`src/rtl/stopwatch.sv`:
```
// BCD stopwatch: counts milliseconds up to 9:59:59.999 with start/stop and clear buttons.
module stopwatch #(
    parameter int unsigned TICK_DIV = 1
) (
    input  logic       CLK,
    input  logic       RST,
    input  logic       STOPWATCH_RUN,
    input  logic       SW_F1,
    input  logic       SW_F2,
    output logic [3:0] MSE00,
    output logic [3:0] MSEC1ST,
    output logic [3:0] MSEC2ND,
    output logic [3:0] SECLOW,
    output logic [2:0] SECHIGH,
    output logic [3:0] MINLOW,
    output logic [2:0] MINHIGH,
    output logic [3:0] HOUR
);

    localparam int unsigned PW = (TICK_DIV > 1) ? $clog2(TICK_DIV) : 1;
    localparam logic [PW-1:0] PRESC_MAX = PW'(TICK_DIV - 1);

    typedef enum logic {
        ST_STOP = 1'b0,
        ST_RUN  = 1'b1
    } state_t;

    state_t        state_q, state_d;
    logic          f1_q, f2_q;
    logic [PW-1:0] presc_q, presc_d;

    logic [3:0] ms0_q, ms0_d;
    logic [3:0] ms1_q, ms1_d;
    logic [3:0] ms2_q, ms2_d;
    logic [3:0] sl_q,  sl_d;
    logic [2:0] sh_q,  sh_d;
    logic [3:0] ml_q,  ml_d;
    logic [2:0] mh_q,  mh_d;
    logic [3:0] hr_q,  hr_d;

    logic       f1_rise_c, f2_rise_c;
    logic       toggle_c, clear_c, count_c, tick_c;
    logic [7:0] carry_c;

    // Button edges, qualified by mode; start/stop wins over clear, and the stopping cycle does not count.
    always_comb begin
        f1_rise_c = SW_F1 & ~f1_q;
        f2_rise_c = SW_F2 & ~f2_q;
        toggle_c  = f1_rise_c & STOPWATCH_RUN;
        clear_c   = f2_rise_c & STOPWATCH_RUN & ~toggle_c & (state_q == ST_STOP);
        count_c   = (state_q == ST_RUN) & ~toggle_c;
        tick_c    = count_c & (presc_q == PRESC_MAX);
    end

    // Run/stop next-state logic.
    always_comb begin
        state_d = state_q;
        if (toggle_c) begin
            case (state_q)
                ST_STOP: state_d = ST_RUN;
                ST_RUN:  state_d = ST_STOP;
                default: state_d = ST_STOP;
            endcase
        end
    end

    // Millisecond prescaler: wraps at TICK_DIV-1, held while stopped.
    always_comb begin
        presc_d = presc_q;
        if (clear_c) begin
            presc_d = '0;
        end else if (count_c) begin
            presc_d = tick_c ? '0 : presc_q + PW'(1);
        end
    end

    // BCD cascade: each digit advances when every lower digit is at its maximum.
    always_comb begin
        ms0_d = ms0_q;
        ms1_d = ms1_q;
        ms2_d = ms2_q;
        sl_d  = sl_q;
        sh_d  = sh_q;
        ml_d  = ml_q;
        mh_d  = mh_q;
        hr_d  = hr_q;

        carry_c[0] = tick_c;
        carry_c[1] = carry_c[0] & (ms0_q == 4'd9);
        carry_c[2] = carry_c[1] & (ms1_q == 4'd9);
        carry_c[3] = carry_c[2] & (ms2_q == 4'd9);
        carry_c[4] = carry_c[3] & (sl_q  == 4'd9);
        carry_c[5] = carry_c[4] & (sh_q  == 3'd5);
        carry_c[6] = carry_c[5] & (ml_q  == 4'd9);
        carry_c[7] = carry_c[6] & (mh_q  == 3'd5);

        if (clear_c) begin
            ms0_d = '0;
            ms1_d = '0;
            ms2_d = '0;
            sl_d  = '0;
            sh_d  = '0;
            ml_d  = '0;
            mh_d  = '0;
            hr_d  = '0;
        end else begin
            if (carry_c[0]) ms0_d = (ms0_q == 4'd9) ? 4'd0 : ms0_q + 4'd1;
            if (carry_c[1]) ms1_d = (ms1_q == 4'd9) ? 4'd0 : ms1_q + 4'd1;
            if (carry_c[2]) ms2_d = (ms2_q == 4'd9) ? 4'd0 : ms2_q + 4'd1;
            if (carry_c[3]) sl_d  = (sl_q  == 4'd9) ? 4'd0 : sl_q  + 4'd1;
            if (carry_c[4]) sh_d  = (sh_q  == 3'd5) ? 3'd0 : sh_q  + 3'd1;
            if (carry_c[5]) ml_d  = (ml_q  == 4'd9) ? 4'd0 : ml_q  + 4'd1;
            if (carry_c[6]) mh_d  = (mh_q  == 3'd5) ? 3'd0 : mh_q  + 3'd1;
            if (carry_c[7]) hr_d  = (hr_q  == 4'd9) ? 4'd0 : hr_q  + 4'd1;
        end
    end

    // State, button history, prescaler and digit registers with synchronous reset.
    always_ff @(posedge CLK) begin
        if (!RST) begin
            state_q <= ST_STOP;
            f1_q    <= 1'b0;
            f2_q    <= 1'b0;
            presc_q <= '0;
            ms0_q   <= '0;
            ms1_q   <= '0;
            ms2_q   <= '0;
            sl_q    <= '0;
            sh_q    <= '0;
            ml_q    <= '0;
            mh_q    <= '0;
            hr_q    <= '0;
        end else begin
            state_q <= state_d;
            f1_q    <= SW_F1;
            f2_q    <= SW_F2;
            presc_q <= presc_d;
            ms0_q   <= ms0_d;
            ms1_q   <= ms1_d;
            ms2_q   <= ms2_d;
            sl_q    <= sl_d;
            sh_q    <= sh_d;
            ml_q    <= ml_d;
            mh_q    <= mh_d;
            hr_q    <= hr_d;
        end
    end

    assign MSE00   = ms0_q;
    assign MSEC1ST = ms1_q;
    assign MSEC2ND = ms2_q;
    assign SECLOW  = sl_q;
    assign SECHIGH = sh_q;
    assign MINLOW  = ml_q;
    assign MINHIGH = mh_q;
    assign HOUR    = hr_q;

endmodule

```
`config.mk`:
```
export PLATFORM = sky130hd
export DESIGN_NAME = stopwatch
export DESIGN_NICKNAME = d
export VERILOG_FILES = /design/src/rtl/stopwatch.sv
export SDC_FILE = /design/constraint.sdc
export NUM_CORES = 1
export LEC_CHECK = 0
export ABC_AREA = 0
export BUFFER_PORTS_ARGS = -buffer_cell sky130_fd_sc_hd__buf_4
export CAP_MARGIN = 20
export CORE_AREA = 2 2 74 76
export DETAILED_ROUTE_END_ITERATION = 10
export DIE_AREA = 0 0 76 78
export SLEW_MARGIN = 0
export SYNTH_ARGS = -nofsm -noshare
export SYNTH_HDL_FRONTEND = slang
export SYNTH_SLANG_ARGS = --single-unit
```
`constraint.sdc`:
```
create_clock -name CLK -period 2.7 [get_ports CLK]
set_input_delay 0.81 -clock CLK [delete_from_list [all_inputs] [get_ports CLK]]
set_output_delay 0.81 -clock CLK [all_outputs]
set_load 0.1 [all_outputs]
```
==> impl_results.html <==
<table>
<tr><th>Metric</th><th>Value</th></tr>
<tr><th colspan="2">Run status</th></tr>
<tr><td>Result of the run</td><td>finished, final reports clean</td></tr>
<tr><th colspan="2">Synthesis</th></tr>
<tr><td>Top area cells in the synthesized netlist</td><td>sky130_fd_sc_hd__dfxtp_1 41%, sky130_fd_sc_hd__nand2_1 4.5%, sky130_fd_sc_hd__nor2b_1 4.5%</td></tr>
<tr><td>Number of synthesis warnings</td><td>0</td></tr>
<tr><td>Number of distinct library cells after synthesis</td><td>39</td></tr>
<tr><td>Mapped Avg Cell Area</td><td>slightly below 9 µm²</td></tr>
<tr><td>Flip-flop and latch count after synthesis</td><td>34</td></tr>
<tr><td>Synthesized instance count</td><td>around 190</td></tr>
<tr><td>Area share of the largest cell type after synthesis</td><td>41.0%</td></tr>
<tr><td>Seq/Total Area, Yosys</td><td>between 40 and 50%</td></tr>
<tr><td>Mapped cell area</td><td>0.00166 mm²</td></tr>
<tr><td>Mapped Nets</td><td>~190</td></tr>
<tr><td>Cell taking the most area after synthesis</td><td>sky130_fd_sc_hd__dfxtp_1</td></tr>
<tr><th colspan="2">Critical path</th></tr>
<tr><td>Cell breakdown of the critical path</td><td>buf_4</td></tr>
<tr><td>Critical Path End Type</td><td>output pin</td></tr>
<tr><td>Cell family with most CP delay</td><td>flip-flops</td></tr>
<tr><td>Register-to-Register Setup Slack</td><td>0.79 ns</td></tr>
<tr><td>Setup crit start kind</td><td>register</td></tr>
<tr><td>Startpoint of the worst setup timing path</td><td>MSEC1ST[1]$_SDFFE_PP0N_</td></tr>
<tr><td>Sum of buffers and inverters on the critical path</td><td>1</td></tr>
<tr><td>Req. time, crit path</td><td>roughly 1.9 ns</td></tr>
<tr><td>RR Startpoint</td><td>MSEC2ND[2]$_SDFFE_PP0N_</td></tr>
<tr><td>Worst-path cell with the longest stage delay</td><td>sky130_fd_sc_hd__dfxtp_1</td></tr>
<tr><td>Critical path class</td><td>register to output pin</td></tr>
<tr><td>Largest stage delay, worst path</td><td>between 0.5 and 0.6 ns</td></tr>
<tr><td>CP Max Fanout</td><td>9</td></tr>
<tr><td>Arrival @ worst endpoint</td><td>roughly 1.2 ns</td></tr>
<tr><th colspan="2">Floorplan</th></tr>
<tr><td>Die extent in y</td><td>about 78 µm</td></tr>
<tr><td>Effective utilization at floorplan</td><td>32.9%</td></tr>
<tr><td>Number of rows created at floorplan</td><td>26</td></tr>
<tr><td>Chip width</td><td>about 76 µm</td></tr>
<tr><td>Total die area</td><td>0.00593 mm²</td></tr>
<tr><td>Top-level I/O count</td><td>35</td></tr>
<tr><td>CORE AREA</td><td>a little over 0.005 mm²</td></tr>
<tr><th colspan="2">Final layout</th></tr>
<tr><td>Top library cells by usage in the layout, fill and taps aside</td><td>37 x sky130_fd_sc_hd__buf_4, 34 x sky130_fd_sc_hd__dfxtp_1, 20 x sky130_fd_sc_hd__nand2_1, 15 x sky130_fd_sc_hd__nor2_1</td></tr>
<tr><td>Layout Area Growth over Synthesis</td><td>25.9%</td></tr>
<tr><td>Post-layout nets</td><td>approximately 230</td></tr>
<tr><td>Most common library cell in the layout ignoring fill and taps</td><td>sky130_fd_sc_hd__buf_4</td></tr>
<tr><td>Fin util</td><td>41.5%</td></tr>
<tr><td>Antenna Diode Count</td><td>0</td></tr>
<tr><td>Share of layout cells above drive strength 1</td><td>about a fifth</td></tr>
<tr><th colspan="2">STA</th></tr>
<tr><td>Post-layout minimum cycle time</td><td>about 2 ns</td></tr>
<tr><td>Transition at the pin with the smallest max-transition slack</td><td>0.518 ns</td></tr>
<tr><td>Part of the cycle the worst path needs</td><td>roughly three quarters</td></tr>
<tr><td>Setup total negative slack</td><td>0 ns</td></tr>
<tr><td>Number of pins exceeding their max-slew limit in the final report</td><td>0</td></tr>
<tr><td>Worst-case setup margin in the final layout</td><td>slightly above 0.7 ns</td></tr>
<tr><td>Hold Violations, Final</td><td>0</td></tr>
<tr><td>Clock Skews</td><td>0.00491 ns</td></tr>
<tr><td>Fmax achieved</td><td>~500 MHz</td></tr>
<tr><td>RSZ-0062 raised after global routing</td><td>no</td></tr>
<tr><td>Setup violation total in the final timing report</td><td>0</td></tr>
<tr><td>Worst max-slew margin expressed relative to the limit</td><td>around 65%</td></tr>
<tr><th colspan="2">Place</th></tr>
<tr><td>Port Buf Inserts</td><td>34</td></tr>
<tr><td>Worst setup slack after placement</td><td>~0.44 ns</td></tr>
<tr><td>Final Wtd Congestion</td><td>0.743</td></tr>
<tr><td>HPWL reported at the end of detailed placement</td><td>between 2 and 3 mm</td></tr>
<tr><th colspan="2">Clocking</th></tr>
<tr><td>Post-CTS Hold Fix Bufs</td><td>0</td></tr>
<tr><td>Library cell used as clock root buffer</td><td>sky130_fd_sc_hd__clkbuf_8</td></tr>
<tr><td>Max Buffers Root-to-Sink</td><td>2</td></tr>
<tr><td>H-tree levels</td><td>2</td></tr>
<tr><td>Number of setup buffers added after CTS</td><td>0</td></tr>
<tr><td>Clock tree from TritonCTS</td><td>done</td></tr>
<tr><td>Clock slew seen by the registers of the worst setup and hold paths</td><td>~0.070 ns</td></tr>
<tr><td>Skew-Pair Late Insertion Delay</td><td>between 0.2 and 0.3 ns</td></tr>
<tr><td>CTS buffer count</td><td>5</td></tr>
<tr><td>Sinks on Clock Net</td><td>34</td></tr>
<tr><td>Post-cts resize count</td><td>0</td></tr>
<tr><th colspan="2">Global route</th></tr>
<tr><td>Highest-utilization routing layer at the global route stage</td><td>met2</td></tr>
<tr><td>Number of antenna violations at the first check in global routing</td><td>0</td></tr>
<tr><td>First-pass GRT wire length</td><td>between 6 and 7 mm</td></tr>
<tr><td>Total global-route track usage</td><td>approximately 12%</td></tr>
<tr><td>Grt ovf</td><td>0</td></tr>
<tr><td>Largest net degree at the start of global routing</td><td>15</td></tr>
<tr><td>Global-route track usage on met1</td><td>around 15%</td></tr>
<tr><td>Met3 usage in global routing</td><td>under 10%</td></tr>
<tr><td>Number of global-route vias before repair</td><td>1292</td></tr>
<tr><td>Met2 capacity usage during global routing</td><td>slightly above 20%</td></tr>
<tr><th colspan="2">Pwr</th></tr>
<tr><td>Leak pwr</td><td>~0.85 nW</td></tr>
<tr><td>Power density over the cells</td><td>434 mW/mm²</td></tr>
<tr><td>Highest ir drop seen on vdd</td><td>217 µV</td></tr>
<tr><th colspan="2">Min path</th></tr>
<tr><td>Hold_sp</td><td>SECLOW[0]$_SDFFE_PP0N_</td></tr>
<tr><td>Worst hold-check path type</td><td>register to register</td></tr>
<tr><th colspan="2">Route</th></tr>
<tr><td>DRC viols</td><td>0</td></tr>
<tr><td>WL/cell</td><td>about 11 µm</td></tr>
<tr><td>Detailed-route wire length</td><td>approximately 3.4 mm</td></tr>
<tr><td>1st-pass router iterations</td><td>4</td></tr>
<tr><td>Number of antenna-violating nets in the routed design</td><td>0</td></tr>
<tr><td>Average via count per standard cell</td><td>4.74</td></tr>
<tr><td>Detailed-route via count</td><td>roughly 1400</td></tr>
<tr><td>Number of design-rule violations left by the first detailed-router iteration</td><td>80</td></tr>
<tr><th colspan="2">Run</th></tr>
<tr><td>Max-cap violations</td><td>0</td></tr>
</table>
kinds of logic after synthesis:
kind of cell,count (synthesis),synth area share (%)
compound gates,28,10.7
simple gates,100,36.2
flops,34,41.0
xor+xnor,11,5.80
buf+inv,8,2.03
mux,7,4.22
power breakdown:
group | total (mW) | switching (mW) | internal, mW | leakage, nW
combinational | 0.0512 | 0.0330 | 0.0182 | 0.542
clock | 0.346 | 0.168 | 0.177 | 0.0383
sequential | 0.510 | 0.00457 | 0.506 | 0.275
total | 0.907 | 0.206 | 0.701 | 0.855
final cells by class:
cell class | count | area, µm²
Tap cell | 70 | 87.6
Timing Repair Buffer | 37 | 278
Multi-Input combinational cell | 146 | 957
Sequential cell | 34 | 681
Clock buffer | 7 | 76.3
Inverter | 3 | 11.3
Fill cell | 541 | 2950
flip-flops by register name (all words and copies together), names as in the netlist:
register  flops
presc_q       1
SECLOW        4
MSEC2ND       4
MSEC1ST       4
SECHIGH       3
MINLOW        4
MSE00         4
f2_q          1
MINHIGH       3
f1_q          1
HOUR          4
state_q       1
routing by layer:
metal | vias up | part of all wire [%] | wire (µm)
met4 | 0 | 0.97 | 33
met3 | 4 | 4.8 | 165
li1 | 742 | - | -
met2 | 23 | 46 | 1580
met1 | 639 | 48 | 1630
met5 | - | 0 | 0
stage by stage:
step	cell area [µm²]	std cells	hold WS [ns]	power [mW]
2_1_floorplan	1660	188	0.468	0.555
3_3_place_gp	2010	290	0.470	0.573
3_5_place_dp	2010	290	0.473	0.574
4_1_cts	2090	297	0.484	0.925
5_1_grt	2090	297	0.515	0.950
6_report	2090	297	0.483	0.907
path summary, 6_finish.rpt:
kind,endpoint,cells after the start
worst max-delay path,MSEC1ST[1],1
worst min-delay path,SECLOW[0]$_SDFFE_PP0N_,2
worst max register to register,HOUR[1]$_SDFFE_PP0P_,5
worst min register to register,SECLOW[0]$_SDFFE_PP0N_,2
cells in the mapped netlist (all sizes together):
| master | count |
|---|---|
| buf | 1 |
| and2 | 6 |
| o32ai | 2 |
| xor2 | 7 |
| nor4bb | 1 |
| a41o | 1 |
| nand3b | 3 |
| nand3 | 8 |
| and3b | 3 |
| clkbuf | 4 |
| nor2b | 12 |
| a31oi | 1 |
| inv | 3 |
| and4b | 2 |
| o211ai | 1 |
| and2b | 2 |
| or4 | 1 |
| nor3b | 4 |
| xnor2 | 4 |
| nand4 | 3 |
| and4bb | 1 |
| nor3 | 4 |
| nand2b | 3 |
| or3 | 6 |
| dfxtp | 34 |
| and4 | 2 |
| nand2 | 20 |
| nor2 | 15 |
| nor4b | 1 |
| and3 | 3 |
| a21oi | 13 |
| o21ai | 8 |
| mux2i | 7 |
| o41a | 1 |
| o41ai | 1 |
Note: power is estimated with default switching activity, not from simulation.
